==> config.mk <==
export PLATFORM = sky130hd
export DESIGN_NAME = div_nonrestoring
export DESIGN_NICKNAME = d
export VERILOG_FILES = /design/src/rtl/div_nonrestoring_pkg.sv /design/src/rtl/div_nonrestoring_step.sv /design/src/rtl/div_nonrestoring.sv
export SDC_FILE = /design/constraint.sdc
export NUM_CORES = 1
export LEC_CHECK = 0
export ABC_CLOCK_PERIOD_IN_PS = 6050
export CORE_UTILIZATION = 30
export CTS_CLUSTER_SIZE = 14
export DETAILED_ROUTE_END_ITERATION = 12
export PLACE_DENSITY_LB_ADDON = 0.15
export SYNTH_ARGS = -nofsm -noshare
export SYNTH_HDL_FRONTEND = slang
export SYNTH_SLANG_ARGS = --single-unit
==> constraint.sdc <==
create_clock -name clock -period 6.05 [get_ports clock]
set_clock_uncertainty 0.15 [all_clocks]
set_input_delay 1.815 -clock clock [delete_from_list [all_inputs] [get_ports clock]]
set_output_delay 1.815 -clock clock [all_outputs]
set_load 0.05 [all_outputs]
==> src/rtl/div_nonrestoring_pkg.sv <==
// Shared multdiv definitions for the iterative divider.
// State encodings, default width and counter width.
package div_nonrestoring_pkg;

    localparam int DIV_WIDTH = 32;
    localparam int DIV_CW    = $clog2(DIV_WIDTH);

    typedef enum logic [1:0] {
        S_IDLE = 2'd0,
        S_RUN  = 2'd1,
        S_FIX  = 2'd2,
        S_DONE = 2'd3
    } div_state_t;

endpackage

==> src/rtl/div_nonrestoring_step.sv <==
// One non-restoring iteration over the {A,Q} shift register.
// A is WIDTH+1 bits so |INT_MIN| magnitudes stay exact.
module div_step
    import div_nonrestoring_pkg::*;
#(
    parameter int WIDTH = DIV_WIDTH
) (
    input  logic [2*WIDTH:0]  aq,
    input  logic [WIDTH-1:0]  m,
    output logic [2*WIDTH:0]  aq_next
);

    logic [WIDTH:0] a_sh;
    logic [WIDTH:0] m_ext;
    logic [WIDTH:0] a_new;

    // Shifting drops old A's top bit; its sign still picks add vs sub.
    assign a_sh  = aq[2*WIDTH-1:WIDTH-1];
    assign m_ext = {1'b0, m};
    assign a_new = aq[2*WIDTH] ? (a_sh + m_ext)
                               : (a_sh - m_ext);

    assign aq_next = {a_new, aq[WIDTH-2:0], ~a_new[WIDTH]};

endmodule

==> src/rtl/div_nonrestoring.sv <==
// Iterative signed non-restoring divider, one quotient bit per clock.
// Start/ready handshake shared with the multiplier under multdiv.
module div_nonrestoring
    import div_nonrestoring_pkg::*;
#(
    parameter int WIDTH = DIV_WIDTH
) (
    input  logic             clock,
    input  logic             reset_n,
    input  logic             ctrl_div,
    input  logic [WIDTH-1:0] data_operandA,
    input  logic [WIDTH-1:0] data_operandB,
    output logic [WIDTH-1:0] data_result,
    output logic [WIDTH-1:0] data_remainder,
    output logic             data_exception,
    output logic             data_resultRDY
);

    localparam int CW = $clog2(WIDTH);
    localparam logic [CW-1:0] LAST = CW'(WIDTH - 1);

    div_state_t       state;
    logic [2*WIDTH:0] aq;
    logic [2*WIDTH:0] aq_next;
    logic [WIDTH-1:0] m;
    logic [CW-1:0]    count;
    logic             sign_q;
    logic             sign_r;
    logic             zero;

    logic [WIDTH-1:0] a_mag;
    logic [WIDTH-1:0] b_mag;
    logic [WIDTH-1:0] q_mag;
    logic [WIDTH-1:0] r_mag;
    logic             b_zero;

    assign a_mag  = data_operandA[WIDTH-1] ? -data_operandA
                                           : data_operandA;
    assign b_mag  = data_operandB[WIDTH-1] ? -data_operandB
                                           : data_operandB;
    assign b_zero = (data_operandB == '0);

    // Final restore: the true remainder lies in [0, M), so mod-2^W is exact.
    assign q_mag = aq[WIDTH-1:0];
    assign r_mag = aq[2*WIDTH] ? (aq[2*WIDTH-1:WIDTH] + m)
                               : aq[2*WIDTH-1:WIDTH];

    div_step #(.WIDTH(WIDTH)) u_step (
        .aq      (aq),
        .m       (m),
        .aq_next (aq_next)
    );

    always_ff @(posedge clock or negedge reset_n) begin
        if (!reset_n) begin
            state          <= S_IDLE;
            aq             <= '0;
            m              <= '0;
            count          <= '0;
            sign_q         <= 1'b0;
            sign_r         <= 1'b0;
            zero           <= 1'b0;
            data_result    <= '0;
            data_remainder <= '0;
            data_exception <= 1'b0;
            data_resultRDY <= 1'b0;
        end else begin
            data_resultRDY <= 1'b0;
            // A start in DONE still reports the finishing divide.
            if (state == S_DONE) begin
                data_resultRDY <= 1'b1;
                if (zero) begin
                    data_result    <= '0;
                    data_remainder <= '0;
                    data_exception <= 1'b1;
                end
            end
            if (ctrl_div) begin
                aq     <= {{(WIDTH+1){1'b0}}, a_mag};
                m      <= b_mag;
                count  <= '0;
                sign_q <= data_operandA[WIDTH-1]
                        ^ data_operandB[WIDTH-1];
                sign_r <= data_operandA[WIDTH-1];
                zero   <= b_zero;
                state  <= b_zero ? S_DONE : S_RUN;
                if (state != S_DONE) begin
                    data_exception <= 1'b0;
                end
            end else begin
                unique case (state)
                    S_IDLE: begin
                        state <= S_IDLE;
                    end
                    S_RUN: begin
                        aq    <= aq_next;
                        count <= count + 1'b1;
                        if (count == LAST) begin
                            state <= S_FIX;
                        end
                    end
                    S_FIX: begin
                        data_result    <= sign_q ? -q_mag : q_mag;
                        data_remainder <= sign_r ? -r_mag : r_mag;
                        state          <= S_DONE;
                    end
                    S_DONE: begin
                        state <= S_IDLE;
                    end
                endcase
            end
        end
    end

endmodule

==> flow_summary_export.csv <==
group,metric,value,unit
placed_design,postPlaceCellArea,15600,um2
layout,nNetsFinal,1873,
critical_path,endpoint_kind,"flop",
clock_network,post_cts_resize_count,0,
synth,syn_inst,1644,
synth,synth_cell_types,81,
sta,final_max_slew_viol_count,0,
placed_design,io_buffers,132,
layout,drive_gt1_share,4.76,%
die,die_x,216,um
synth,synth_area_per_cell,8.33,um2
die,start_util,30.7,%
synth,yosys_register_bits,173,
critical_path,crit_required,6.28,ns
die,fp.dieH,216,um
clock_network,clkTransAtPathRegs,0.07,ns
drt,finalWirelength,40.1,mm
drt,ant_nets,0,
layout,final_common_cell,"nand2_1",
drt,drtIter0Drc,689,
sta,finalCritPeriodShare,84.0,%
layout,fin_area,16200,um2
critical_path,crit_type,"flop to flop",
drt,vias,12000,
clock_network,clock-sinks,173,
layout,multiInputGateArea,8960,um2
die,rows,77,
synth,async_flop_share,100,%
clock_network,clk_path_buf_depth,2,
drt,wl_met3,1.55,mm
layout,fillers,4623,
power_and_ir_drop,powerDensity,495,nW/um2
die,die_area,46500,um2
clock_network,postCtsHoldBufs,0,
global_routing,grt-ovfl-total,0,
global_routing,antenna_found_initial,2,
global_routing,grt_max_degree,168,
sta,layout_min_cycle_time,5.08,ns
die,coreArea,44600,um2
global_routing,grt_pass1_wl,64.7,mm
job,max_cap_violations,0,
placed_design,dp_hpwl,30.4,mm
drt,vias_per_cell,5.15,
sta,finalSetupViolCount,0,
synth,synth_edf_count,0,
drt,drc,0,
synth,yosys_most_used_dff,"dfrtp_1",
clock_network,numCtsBuffers,17,
layout,register_area,4330,um2
drt,routed.top_layer,"met5",
hold_path,worstHoldPathType,"flop to flop",
sta,grt_setup_unrepaired,"no",
synth,yosysWarnings,0,
synth,seq_area_frac_synth,31.6,%
sta,fin_tns_setup,0,ns
global_routing,track_usage,17.6,%
drt,met1_length,20.6,mm
status,status,"finished, final reports clean",
critical_path,start_kind,"flop",
power_and_ir_drop,irDropWorstVdd,0.292,mV
power_and_ir_drop,leakagePower,7.00,nW
placed_design,pre_cts_slack,0.571,ns
clock_network,insertion_delay,0.49,ns
sta,clock.fmax,197,MHz
sta,hold_viol_final,0,
drt,wl_per_cell,17.1,um
clock_network,tritoncts,"built",
layout,area_delta_synth_final,18.5,%
clock_network,cts-root-buf,"clkbuf_16",
critical_path,cp.arrival,5.32,ns
placed_design,place_congestion,0.867,
die,ios,133,
critical_path,crit_fanout,5,
clock_network,cts_max_level,4,
clock_network,cts_setup_buffers,0,
synth,synthesis.area,13700,um2
drt,wl_met2,17.4,mm
sta,slew_headroom,28.7,%
drt,firstDrtPassIters,5,
layout,layout_common_cells,"nand2_1, dfrtp_1, o21ai_0",
global_routing,grt_pass1_vias,11600,
synth,synth_nets,1786,
sta,worstMarginPinSlew,1.07,ns
sta,layout_setup_ws,0.968,ns
per-stage QoR:
step | cells | hold slack, ns | power (W) | util [%]
CTS | 2336 | 0.338 | 0.00812 | 36.4
finish | 2337 | 0.330 | 0.00804 | 36.4
global placement | 2304 | 0.312 | 0.00686 | 35.0
floorplan | 1644 | 0.343 | 0.00559 | -
detailed placement | 2304 | 0.322 | 0.00689 | 35.0
global route | 2336 | 0.356 | 0.00872 | 36.4
path summary, 6_finish.rpt:
kind	from	endpoint	slack (ns)	depth (start not counted)
worst max register to register	m[2]$_DFFE_PN0P_	aq[64]$_DFFE_PN0P_	0.97	17
worst min register to register	data_remainder[12]$_DFF_PN0_	data_remainder[12]$_DFF_PN0_	0.33	2
worst min-delay path	data_remainder[12]$_DFF_PN0_	data_remainder[12]$_DFF_PN0_	0.33	2
max in group asynchronous	reset_n	data_result[27]$_DFF_PN0_	3.48	2
min in group asynchronous	reset_n	data_remainder[3]$_DFF_PN0_	1.32	1
worst max-delay path	m[2]$_DFFE_PN0P_	aq[64]$_DFFE_PN0P_	0.97	17
sequential cells by signal, summed over array words and instances (netlist names), 2 cells and up:
signal and count:
aq 65, data_remainder 32, data_result 32, m 32, count 5, state 2
Yosys cell counts (4+ instances only):
cell	count	share of area [%]
nand2_1	188	5.2
dfrtp_1	173	32
o21ai_0	165	6.0
nor2_1	130	3.6
a21oi_1	125	4.6
xor2_1	108	6.9
xnor2_1	75	4.8
ha_1	73	6.7
mux2i_1	64	4.7
clkbuf_1	54	1.5
inv_1	39	1.1
or3_1	32	1.5
a21o_1	31	1.7
o31ai_1	31	1.7
nor3_1	30	1.1
nand2b_1	25	1.1
nand3_1	25	0.91
nor2b_1	20	0.91
a211oi_1	17	0.93
buf_1	15	0.41
or4_1	14	0.77
o211ai_1	12	0.66
a31oi_1	11	0.50
and3_1	11	0.50
o41ai_1	11	0.70
nor4_1	10	0.46
o21a_1	10	0.55
o21ai_1	10	0.37
nand4_1	9	0.41
a211o_1	7	0.45
nand3b_1	7	0.38
or2_2	6	0.27
a22o_1	5	0.32
and4_1	5	0.32
nor3b_1	5	0.27
o311ai_0	5	0.32
nand4b_1	4	0.26
o21bai_1	4	0.22
worst max-delay path, cell delays in order (launching register included):
cell,delay (ns)
dfrtp_1,0.46
nor2_1,0.19
nor4b_1,0.35
nor2b_1,0.31
a21oi_1,0.12
xor2_1,0.18
ha_1,0.36
a21o_1,0.20
a21o_1,0.17
a2111oi_0,0.59
o21ai_0,0.20
o211ai_1,0.37
a21o_1,0.19
a21oi_1,0.12
a311oi_1,0.42
o21ai_0,0.18
xnor2_1,0.17
a211oi_1,0.25
metal layers:
metal	up-vias	GRT usage, %
met1	5685	25.1
met3	33	3.88
met4	4	4.54
met5	-	0
met2	188	26.8
li1	6116	-
area by class of cell:
class / count / area share, %
repair buffers: 142 / 8.84
diodes: 1 / 0.0154
clock buffers: 17 / 2.62
multi-input cells: 1357 / 55.2
inverters: 40 / 0.925
well taps: 592 / 4.56
clock inverters: 15 / 1.23
flip-flops and latches: 173 / 26.7
where the power goes:
part	total, W	switching (W)	leakage [nW]	internal (W)
Combinational	0.00489	0.00293	4.55	0.00196
Sequential	0.00197	0.000450	2.15	0.00152
Clock	0.00118	0.000579	0.300	0.000597
Total	0.00804	0.00396	7.00	0.00409
cells by family after synthesis:
| kind of cell | count (synthesis) | synth area share [%] |
|---|---|---|
| DFF | 173 | 31.6 |
| muxes | 67 | 4.92 |
| xor gates and xnor gates | 183 | 11.7 |
| and+or+nand+nor | 537 | 18.9 |
| AOI/OAI and AO/OA | 495 | 22.7 |
| buffers and inverters | 114 | 3.23 |
| adders and majority gates | 75 | 6.96 |
No activity file was read; power rests on OpenSTA's default activity.
